## config.mk

```make
export PLATFORM = sky130hd
export DESIGN_NAME = configurable_multiplier_seq
export DESIGN_NICKNAME = d
export VERILOG_FILES = /design/src/rtl/cm_pkg.sv /design/src/rtl/mult_lane_sa.sv /design/src/rtl/configurable_multiplier_seq.sv
export SDC_FILE = /design/constraint.sdc
export NUM_CORES = 1
export LEC_CHECK = 0
export BUFFER_PORTS_ARGS = -buffer_cell sky130_fd_sc_hd__buf_2
export CORE_MARGIN = 2
export CORE_UTILIZATION = 40
export CTS_CLUSTER_SIZE = 10
export DETAILED_ROUTE_END_ITERATION = 8
export PLACE_DENSITY_LB_ADDON = 0.08
export SETUP_SLACK_MARGIN = 0.05
export SLEW_MARGIN = 10
export SYNTH_ARGS = -nofsm -noshare
export SYNTH_HDL_FRONTEND = slang
export SYNTH_SLANG_ARGS = --single-unit
```

## constraint.sdc

```tcl
create_clock -name clk_i -period 3.1 [get_ports clk_i]
set_input_delay 0.465 -clock clk_i [delete_from_list [all_inputs] [get_ports clk_i]]
set_output_delay 0.465 -clock clk_i [all_outputs]
set_load 0.05 [all_outputs]
```

## src/rtl/cm_pkg.sv

```systemverilog
// Shared definitions for the iterative configurable multiplier: lane modes,
// FSM state encoding and the mode-to-lane-width mapping.
package cm_pkg;

  localparam logic [1:0] CM_HALF = 2'b00;
  localparam logic [1:0] CM_DUAL = 2'b01;
  localparam logic [1:0] CM_FULL = 2'b10;
  localparam logic [1:0] CM_QUAD = 2'b11;

  typedef enum logic [1:0] {
    ST_IDLE,
    ST_CALC,
    ST_FIX,
    ST_DONE
  } state_t;

  function automatic int unsigned lane_width(input int unsigned width, input logic [1:0] mode);
    case (mode)
      CM_FULL: return width;
      CM_QUAD: return width / 4;
      default: return width / 2;
    endcase
  endfunction

endpackage

```

## src/rtl/mult_lane_sa.sv

```systemverilog
// One radix-2 shift-add lane: unsigned LW x LW magnitudes, one multiplier
// bit consumed per step, exact 2*LW-bit result.
module mult_lane_sa #(
  parameter int unsigned LW = 8
) (
  input  logic            clk,
  input  logic            rst,
  input  logic            start,
  input  logic            step,
  input  logic [LW-1:0]   a,
  input  logic [LW-1:0]   b,
  output logic [2*LW-1:0] result
);

  logic [2*LW-1:0] acc;
  logic [2*LW-1:0] mcand;
  logic [LW-1:0]   mplier;

  always_ff @(posedge clk) begin
    if (rst) begin
      acc    <= '0;
      mcand  <= '0;
      mplier <= '0;
    end else if (start) begin
      acc    <= '0;
      mcand  <= {{LW{1'b0}}, a};
      mplier <= b;
    end else if (step) begin
      if (mplier[0]) acc <= acc + mcand;
      mcand  <= mcand << 1;
      mplier <= mplier >> 1;
    end
  end

  assign result = acc;

endmodule

```

## src/rtl/configurable_multiplier_seq.sv

```systemverilog
// Iterative configurable multiplier: one full, two half or four quarter-width
// shift-add lanes, sign-magnitude handling around unsigned engines.
module configurable_multiplier_seq
  import cm_pkg::*;
#(
  parameter int unsigned WIDTH = 16
) (
  input  logic               clk_i,
  input  logic               rst_i,
  input  logic               enable_i,
  input  logic               valid_i,
  output logic               ready_o,
  input  logic [1:0]         cm_i,
  input  logic               signed_i,
  input  logic [WIDTH-1:0]   multiplicand_i,
  input  logic [WIDTH-1:0]   multiplier_i,
  output logic [2*WIDTH-1:0] product_o,
  output logic               valid_o,
  input  logic               ready_i
);

  localparam int unsigned HW = WIDTH / 2;
  localparam int unsigned QW = WIDTH / 4;
  localparam int unsigned CW = $clog2(WIDTH) + 1;

  state_t           state;
  logic [1:0]       mode;
  logic [CW-1:0]    cnt;
  logic [CW-1:0]    len;
  logic             accept;
  logic             calc_step;
  logic             step_full, step_dual, step_quad;

  logic             sgn_full_d, neg_full;
  logic [1:0]       sgn_dual_d, neg_dual;
  logic [3:0]       sgn_quad_d, neg_quad;

  logic [2*WIDTH-1:0] res_full;
  logic [2*WIDTH-1:0] res_dual;
  logic [2*WIDTH-1:0] res_quad;
  logic [2*WIDTH-1:0] fix_prod;

  assign ready_o   = (state == ST_IDLE) && enable_i && !rst_i;
  assign accept    = valid_i && ready_o;
  assign calc_step = enable_i && (state == ST_CALC);
  assign step_full = calc_step && (mode == CM_FULL);
  assign step_dual = calc_step && ((mode == CM_DUAL) || (mode == CM_HALF));
  assign step_quad = calc_step && (mode == CM_QUAD);

  // Every group is loaded on accept; only the latched group is stepped.
  if (1) begin : g_full
    logic [WIDTH-1:0] ma, mb;
    logic             sa, sb;
    assign sa = signed_i & multiplicand_i[WIDTH-1];
    assign sb = signed_i & multiplier_i[WIDTH-1];
    assign sgn_full_d = sa ^ sb;
    assign ma = sa ? ('0 - multiplicand_i) : multiplicand_i;
    assign mb = sb ? ('0 - multiplier_i) : multiplier_i;
    mult_lane_sa #(.LW(WIDTH)) u_lane (
      .clk(clk_i), .rst(rst_i), .start(accept), .step(step_full),
      .a(ma), .b(mb), .result(res_full)
    );
  end

  for (genvar k = 0; k < 2; k++) begin : g_dual
    logic [HW-1:0] a, b, ma, mb;
    logic          sa, sb;
    assign a  = multiplicand_i[k*HW +: HW];
    assign b  = multiplier_i[k*HW +: HW];
    assign sa = signed_i & a[HW-1];
    assign sb = signed_i & b[HW-1];
    assign sgn_dual_d[k] = sa ^ sb;
    assign ma = sa ? ('0 - a) : a;
    assign mb = sb ? ('0 - b) : b;
    mult_lane_sa #(.LW(HW)) u_lane (
      .clk(clk_i), .rst(rst_i), .start(accept), .step(step_dual),
      .a(ma), .b(mb), .result(res_dual[k*2*HW +: 2*HW])
    );
  end

  for (genvar k = 0; k < 4; k++) begin : g_quad
    logic [QW-1:0] a, b, ma, mb;
    logic          sa, sb;
    assign a  = multiplicand_i[k*QW +: QW];
    assign b  = multiplier_i[k*QW +: QW];
    assign sa = signed_i & a[QW-1];
    assign sb = signed_i & b[QW-1];
    assign sgn_quad_d[k] = sa ^ sb;
    assign ma = sa ? ('0 - a) : a;
    assign mb = sb ? ('0 - b) : b;
    mult_lane_sa #(.LW(QW)) u_lane (
      .clk(clk_i), .rst(rst_i), .start(accept), .step(step_quad),
      .a(ma), .b(mb), .result(res_quad[k*2*QW +: 2*QW])
    );
  end

  // Sign restore per lane; lanes outside the latched mode stay zero.
  always_comb begin
    fix_prod = '0;
    case (mode)
      CM_FULL: fix_prod = neg_full ? ('0 - res_full) : res_full;
      CM_HALF:
        fix_prod[2*HW-1:0] = neg_dual[0] ? ('0 - res_dual[2*HW-1:0]) : res_dual[2*HW-1:0];
      CM_DUAL:
        for (int unsigned k = 0; k < 2; k++)
          fix_prod[k*2*HW +: 2*HW] = neg_dual[k] ? ('0 - res_dual[k*2*HW +: 2*HW])
                                                 : res_dual[k*2*HW +: 2*HW];
      CM_QUAD:
        for (int unsigned k = 0; k < 4; k++)
          fix_prod[k*2*QW +: 2*QW] = neg_quad[k] ? ('0 - res_quad[k*2*QW +: 2*QW])
                                                 : res_quad[k*2*QW +: 2*QW];
    endcase
  end

  always_ff @(posedge clk_i) begin
    if (rst_i) begin
      state     <= ST_IDLE;
      mode      <= CM_HALF;
      cnt       <= '0;
      len       <= '0;
      neg_full  <= 1'b0;
      neg_dual  <= '0;
      neg_quad  <= '0;
      product_o <= '0;
      valid_o   <= 1'b0;
    end else if (enable_i) begin
      case (state)
        ST_IDLE: begin
          if (valid_i) begin
            mode     <= cm_i;
            len      <= CW'(lane_width(WIDTH, cm_i));
            neg_full <= sgn_full_d;
            neg_dual <= sgn_dual_d;
            neg_quad <= sgn_quad_d;
            cnt      <= '0;
            state    <= ST_CALC;
          end
        end
        ST_CALC: begin
          cnt <= cnt + CW'(1);
          if (cnt == len - CW'(1)) state <= ST_FIX;
        end
        ST_FIX: begin
          product_o <= fix_prod;
          valid_o   <= 1'b1;
          state     <= ST_DONE;
        end
        ST_DONE: begin
          if (ready_i) begin
            valid_o <= 1'b0;
            state   <= ST_IDLE;
          end
        end
      endcase
    end
  end

endmodule

```

* After elaboration in Yosys (flattened, before gate mapping)
Cells that the tools add are included.
Storage, ports and cells: flip-flop bits (word level) 294, output and inout bits 34
Operators by class: mux-type cells 60, equal/unequal tests 12, bitwise logic cells 12, add/subtract/negate cells 30, reduce and logical (&&, ||, !) cells 30
Operators by type and width (number):
- two-way mux 16 bit | 8
- two-way mux 8 bit | 16
- two-way mux 4 bit | 24
- one-hot mux 16 bit (3 select lines) | 2
- subtractor 1 x 16 -> 16 bit, first input constant | 4
- subtractor 1 x 8 -> 8 bit, first input constant | 8
- adder 16 bit | 2
- adder 32 bit | 1
- adder 8 bit | 4
- two-way mux 32 bit | 1
- subtractor 1 x 32 -> 32 bit, first input constant | 1
- subtractor 1 x 4 -> 4 bit, first input constant | 8
- one-hot mux 5 bit (2 select lines) | 2
- AND reduction 2 bit | 8
- == test 2 bit, second input constant | 6
- nonzero test 2 bit | 5
- AND reduction 3 bit | 3
- bitwise AND 1 bit | 8
- one-hot mux 2 bit (4 select lines) | 1
- logical AND 1 bit | 7
- two-way mux 2 bit | 3
- adder 5 x 1 -> 5 bit, second input constant | 1
- == test 5 bit | 1
- two-way mux 5 bit | 1
- 12 further kinds | 19

* Logic depth before layout (Yosys ltp)
Gate-level depths: netlist of the first run.
depth in word-level cells 5, gate-level depth with buffers 12, depth with buffers taken out 12

* By module
From an unflattened synthesis of the first run, not the netlist that was laid out.
Unflattened totals: cell total of the unflattened synthesis 2514, area, all modules 19815.3 sq um
By module, submodules not included:
- configurable_multiplier_seq | seq. area each 980.9 sq um, area each 6005.8 sq um, instances 1, cells each 839
- mult_lane_sa (g_full.u_lane) | seq. area each 1601.5 sq um, area each 4906.0 sq um, instances 1, cells each 604
- mult_lane_sa (g_dual[0].u_lane ...) | seq. area each 800.8 sq um, area each 2197.1 sq um, instances 2, cells each 270
- mult_lane_sa (g_quad[0].u_lane ...) | seq. area each 400.4 sq um, area each 1139.8 sq um, instances 3, cells each 134
- mult_lane_sa (g_quad[3].u_lane) | seq. area each 400.4 sq um, area each 1089.8 sq um, instances 1, cells each 129

* Worst setup path after synthesis of the first run
No wires, ideal clock.
kind reg2reg, start point register g_full.u_lane.mcand[0], end point register g_full.u_lane.acc[28] (netlist: g_full.u_lane.result[28]), buffers on the path 0, required time 2.978 ns, arrival time 2.856 ns, setup slack 0.122 ns, cell stages (with the launch flop) 12, path through dfxtp_1 > ha_1 > fa_1 > a211o_1 > a2111oi_2 > o2111ai_1 > a41o_1 > a31o_2 > a211oi_2 > a21oi_1 > xnor2_1 > o21ai_1
Between the ends: longest elaborated chain between the ends 1
Ends and longest elaborated chain:
- start: declaration | RTL line mult_lane_sa.sv:16 | logic [2*LW-1:0] mcand;
- start signal: assignment | RTL line mult_lane_sa.sv:26 | mcand <= {{LW{1'b0}}, a};
- start signal: assignment | RTL line mult_lane_sa.sv:30 | mcand <= mcand << 1;
- adder 32 bit | RTL line mult_lane_sa.sv:29 | if (mplier[0]) acc <= acc + mcand;
- end signal: assignment | RTL line mult_lane_sa.sv:29
- end: declaration | RTL line mult_lane_sa.sv:15 | logic [2*LW-1:0] acc;
No other way between the ends. A chain may end at the register's enable or synchronous reset.

* Worst setup path after layout of the first run
start point register g_full.u_lane.mcand[0], end point register g_full.u_lane.acc[26] (netlist: g_full.u_lane.result[26])
The elaborated chain is that of the path after synthesis.

==> results of run 1 <==
==> repair_timing <==
action / 4_1_cts / 5_1_grt
pin swaps: 6 / 5
gates cloned: 0 / 0
resized for setup: 4 / 26
buffers inserted: 2 / 2
setup endpoints to repair: 6 / 13
hold endpoints to repair: 0 / 0
==> metal layers <==
metal | track usage | routed length, um | vias up | part of all wire
li1 | - | - | 8579 | -
met1 | 0.356 | 28500 | 8084 | 0.49
met2 | 0.391 | 25900 | 367 | 0.44
met3 | 0.0308 | 2700 | 72 | 0.046
met4 | 0.0646 | 1180 | 2 | 0.020
met5 | 0 | 14 | - | 0.00024
==> stage by stage <==
stage	std cells	power, W	utilization	hold WS [ns]	setup slack (ns)
2_1_floorplan	2417	0.00453	-	0.423	0.122
3_3_place_gp	3021	0.00483	0.432	0.436	-0.139
3_5_place_dp	3021	0.00484	0.432	0.438	-0.117
4_1_cts	3078	0.00901	0.457	0.115	0.0529
5_1_grt	3080	0.00924	0.460	0.164	0.00634
6_report	3081	0.00888	0.460	0.156	0.121
==> power groups by stage <==
stage	combinational, W	clock, W	sequential (W)
detailed placement	0.000857	0	0.00398
floorplan	0.000561	0	0.00397
finish	0.000865	0.00412	0.00390
global placement	0.000854	0	0.00398
global route	0.000954	0.00437	0.00391
CTS	0.000861	0.00425	0.00390
==> final timing paths <==
kind	from	end	slack, ns	depth (start not counted)
hold reg to reg	g_quad[3].u_lane.mplier[3]	g_quad[3].u_lane.mplier[3]	0.44	2
hold / removal	ready_i	valid_o	0.16	2
setup reg to reg	g_full.u_lane.mcand[0]	g_full.u_lane.result[26]	0.12	11
setup / recovery	g_full.u_lane.mcand[0]	g_full.u_lane.result[26]	0.12	11
==> state kept, by name, indices dropped and copies added (netlist names), 3 cells and up <==
| name | cells |
|---|---|
| cnt | 5 |
| g_dual.u_lane.mcand | 32 |
| g_dual.u_lane.mplier | 16 |
| g_dual.u_lane.result | 32 |
| g_full.u_lane.mcand | 32 |
| g_full.u_lane.mplier | 16 |
| g_full.u_lane.result | 32 |
| g_quad.u_lane.mcand | 32 |
| g_quad.u_lane.mplier | 16 |
| g_quad.u_lane.result | 32 |
| len | 3 |
| product_o | 32 |
==> layout make-up <==
class,instances,share of cell area
antenna,1,0.000120
clock buffer,51,0.0504
clock inverter,4,0.00271
inverter,75,0.0135
multi-input combinational,1901,0.567
sequential,289,0.279
tap,600,0.0361
timing repair buffer,160,0.0515
==> logic make-up after synthesis <==
group | share of synthesized area
and+or+nand+nor | 0.211
muxes | 0.00658
buffers and inverters | 0.0471
xor gates and xnor gates | 0.0993
AOI/OAI and AO/OA | 0.236
adders and majority gates | 0.0831
DFF | 0.317
==> placed cells by master (no fill, tap or decap), types with 17 or more instances in the layout <==
cell type and instances:
nor2_1 217, o211ai_1 32, inv_1 75, a31oi_1 20, nor3_1 29, nand3_1 41, or3_1 18, clkbuf_16 37
nand2_1 477, a21o_1 32, xor2_1 84, nand2b_1 17, a21oi_1 255, and3_1 21, xnor2_1 123, dfxtp_1 281
a211oi_1 32, a311oi_1 79, o21ai_0 83, buf_4 84, ha_1 107, o31ai_1 28, buf_2 72
==> metrics.md, run 1 <==
| Metric | Value |
|---|---|
| Status | `complete, no violations` |
| Routed len/inst | `18.9 um` |
| Yosys reg bits | `289` |
| Crit path max fanout | `2` |
| Initial antenna violation count | `2` |
| Min Tclk post-route | `2.98 ns` |
| Via count | `17.1k` |
| Design area | `20800 sq um` |
| Top cell type's share of synthesized area | `0.317` |
| Post-synth cell types | `70` |
| CP Buf/Inv Count | `1` |
| Clk buf depth | `3` |
| Post-synth top cells | `477 x nand2_1, 289 x dfxtp_1, 257 x a21oi_1` |
| DR iter-0 viols | `1271` |
| CP max stage cell | `a2111oi_4` |
| Seq/Total Area, Yosys | `0.317` |
| Leakage | `8.29 nW` |
| VDD IR max | `331 uV` |
| Clk slew on worst S/H paths | `0.06 ns` |
| Yosys top cell by area | `dfxtp_1` |
| Worst endpoint required time | `3.52 ns` |
| Syn_nets | `2574` |
| DP HPWL | `43200 um` |
| First-pass GRT wire length | `93000 um` |
| Critical path capture point type | `register` |
| Final period util | `0.961` |
| Cell Area, Placed | `19500 sq um` |
| Slew Limit Headroom | `0.479` |
| Vias in the first global route | `16.2k` |
| Yosys warning count | `0` |
| Setup-failing EPs final | `0` |
| Worst hold path class | `in -> reg` |
| CP Class | `reg -> reg` |
| Fmax | `336 MHz` |
| Global Route Usage Sum | `0.248` |
| Max Cap Viol | `0` |
| # nets final | `2621` |
| Cell Area, Synth | `18300 sq um` |
| Layout cells sized above 1 | `0.105` |
| Clock share of power | `0.463` |
| Cts bufs inserted | `37` |
| Die height | `218 um` |
| # hold bufs at CTS | `0` |
| Final Hold Fails | `0` |
| Sw Ratio | `0.267` |
| Clock H-tree levels | `2` |
| Die X | `218 um` |
| Synth area leaders | `dfxtp_1 32%, nand2_1 9.8%, ha_1 7.5%` |
| Io pins | `74` |
| EDFF count, synth | `0` |
| Total negative setup slack | `0 ns` |
| Root buffer cell | `clkbuf_16` |
| Final Skew | `0.0182 ns` |
| Drc violations | `0` |
| CP peak stage delay | `0.39 ns` |
| NetSw | `0.00237 W` |
| Post-Syn Area per Cell | `7.55 sq um` |
| Mapped Cells | `2417` |
| Worst-Skew Late Latency | `0.56 ns` |
| Port Buffer Count | `73` |
| Die ar. | `47400 sq um` |
| Logic pwr share | `0.097` |
| Sequential share of power | `0.439` |
| Crit path DAT | `3.40 ns` |
| Fill count | `4569` |
| First drt pass iteration count | `5` |
| Largest net degree at the start of global routing | `53` |
| Register area | `5800 sq um` |
| Clock sink count | `289` |
| Most used DFF post-synth | `dfxtp_1` |
| Final wirelength | `58300 um` |
| Cell area power density | `427 nW/um^2` |
| Internal cell power | `0.00651 W` |
| CP top delay family | `compound AO/OA/AOI/OAI gates` |
| Row count | `78` |
| Area occupied by multi-input gates | `11800 sq um` |
| Worst path cell trace | `ha_4 > fa_2 > a211o_1 > a2111oi_4 > o2111ai_2 > a41o_1 > a31o_4 > a211oi_4 > buf_4 > xor2_1 > o21ai_1` |
| Core Area | `45200 sq um` |
| CTS tree | `built` |
| Routed Antenna Nets | `0` |
| Initial core utilization | `0.404` |
| Via density | `5.55` |
| Async set-reset flop share out of synthesis | `0` |
| Slew Limit Fails | `0` |
| Worst slew pin tran | `0.781 ns` |
| Gr ovfl total | `0` |
| CP Launch Type | `register` |
| RD Place Congestion | `0.869` |
| RSZ-0062 raised after global routing | `yes` |
| Most numerous cell in the Yosys netlist | `nand2_1` |
| Layout area overhead | `14.0%` |
(Power assumes the default switching activity.)
==> run 2: changes to the inputs <==
==> constraint.sdc (replaced) <==
create_clock -name clk_i -period 3.1 [get_ports clk_i]
set_input_delay 0.465 -clock clk_i [delete_from_list [all_inputs] [get_ports clk_i]]
set_output_delay 0.465 -clock clk_i [all_outputs]
set_load 0.1 [all_outputs]
==> run 2 against run 1 <==
- combinational power is 6.9% higher
- largest cell class unchanged
- wire length increased by 1.3%
- die area stayed put
- critical path type unchanged
- critical endpoint is now g_full.u_lane.result[31]
- via count is 0.88% higher
==> metrics.md, run 2 (synthesis gave the netlist of run 1 again) <==
| Metric | Value |
|---|---|
| Finished Core Util | `0.463` |
| CP Launch Type | `register` |
| VDD IR max | `318 uV` |
| Layout area overhead | `14.5%` |
| Final period util | `0.961` |
| Largest net degree at the start of global routing | `54` |
| Worst slew pin tran | `0.796 ns` |
| # nets final | `2628` |
| Routed len/inst | `19.1 um` |
| Worst endpoint required time | `3.55 ns` |
| Min Tclk post-route | `2.98 ns` |
| Io pins | `74` |
| Port Buffer Count | `73` |
| Via density | `5.57` |
| Final Hold Fails | `0` |
| Die height | `218 um` |
| Routed Antenna Nets | `0` |
| Layout cells sized above 1 | `0.108` |
| Gr ovfl total | `0` |
| Die ar. | `47400 sq um` |
| Cts bufs inserted | `38` |
| Setup-failing EPs final | `0` |
| CP Class | `reg -> reg` |
| CTS tree | `built` |
| Status | `complete, no violations` |
| Total negative setup slack | `0 ns` |
| Crit path DAT | `3.43 ns` |
| Clk buf depth | `3` |
| Clock H-tree levels | `2` |
| Leakage | `8.36 nW` |
| First-pass GRT wire length | `92800 um` |
| Critical path capture point type | `register` |
| Root buffer cell | `clkbuf_16` |
| Commonest non-fill, non-tap cell in the layout | `nand2_1` |
| Die X | `218 um` |
| RSZ-0062 raised after global routing | `yes` |
| First drt pass iteration count | `7` |
| Drc violations | `0` |
| Clk slew on worst S/H paths | `0.06 ns` |
| Global Route Usage Sum | `0.249` |
| Final Skew | `0.0187 ns` |
| Slew Limit Headroom | `0.468` |
| Core Area | `45200 sq um` |
| Via count | `17.3k` |
| DR iter-0 viols | `1270` |
| Final wirelength | `59100 um` |
| # hold bufs at CTS | `0` |
| Row count | `78` |
| Clock sink count | `289` |
| Cell area power density | `433 nW/um^2` |
| Fmax | `336 MHz` |
| Initial core utilization | `0.404` |
| Vias in the first global route | `16.4k` |
| RD Place Congestion | `0.885` |
| DP HPWL | `43300 um` |
| Initial antenna violation count | `6` |
| Worst hold path class | `in -> reg` |
| FF-to-FF setup slack | `0.12 ns` |
| Crit path max fanout | `5` |
| Slew Limit Fails | `0` |
| Max Cap Viol | `0` |
| Worst-Skew Late Latency | `0.57 ns` |
| Most frequent cells in the layout | `477 x nand2_1, 283 x dfxtp_1, 256 x a21oi_1` |
[run 2: metal layers]
layer / part of all wire / GRT usage / wire, um / vias to the layer above
li1: - / - / - / 8601
met1: 0.47 / 0.347 / 28100 / 8199
met2: 0.44 / 0.396 / 26100 / 375
met3: 0.058 / 0.0417 / 3400 / 78
met4: 0.026 / 0.0694 / 1540 / 2
met5: 0.00022 / 0 / 13 / -
[run 2: final cells by class]
cell class,instances,area [sq um]
sequential,289,5790
multi-input combinational,1901,11800
antenna,3,7.51
tap,600,751
clock inverter,7,57.6
inverter,75,282
timing repair buffer,166,1120
clock buffer,59,1110
fill,4576,24300
[run 2: what timing repair did]
item / 4_1_cts / 5_1_grt
resized for setup: 3 / 22
hold endpoints to repair: 0 / 0
endpoints found under the setup margin: 7 / 10
cloned: 0 / 0
pin swaps: 2 / 11
buffers inserted: 1 / 1
[run 2: final timing paths]
kind | cells after the start | start | end
worst max-delay path | 11 | g_full.u_lane.mcand[2] | g_full.u_lane.result[31]
worst min-delay path | 2 | ready_i | valid_o
worst max register to register | 11 | g_full.u_lane.mcand[2] | g_full.u_lane.result[31]
worst min register to register | 2 | product_o[5] | product_o[5]
[run 2: per-stage QoR]
step	setup slack [ns]	cell area, sq um	cells	power (W)	hold slack [ns]
after floorplan	0.122	18300	2417	0.00457	0.423
after global placement	-0.0346	19600	3029	0.00488	0.434
after detailed placement	-0.0737	19600	3029	0.00489	0.446
after CTS	0.0202	20800	3096	0.00915	0.105
after global routing	-0.0230	20900	3098	0.00942	0.123
final	0.121	20900	3100	0.00905	0.129
[run 2: power breakdown]
group	internal [W]	leakage (nW)	switching, W	total, W
Clock	0.00246	0.574	0.00176	0.00423
Combinational	0.000279	5.45	0.000645	0.000925
Sequential	0.00381	2.34	0.0000870	0.00390
[run 2: critical path: stages (launching register included)]
cell	delay, ns
dfxtp_1	0.33
ha_1	0.37
o21ai_1	0.25
o21bai_2	0.12
o21a_1	0.23
o211a_1	0.25
o211ai_1	0.20
buf_4	0.16
a211oi_1	0.09
or4_1	0.49
and4_1	0.21
o21a_1	0.15
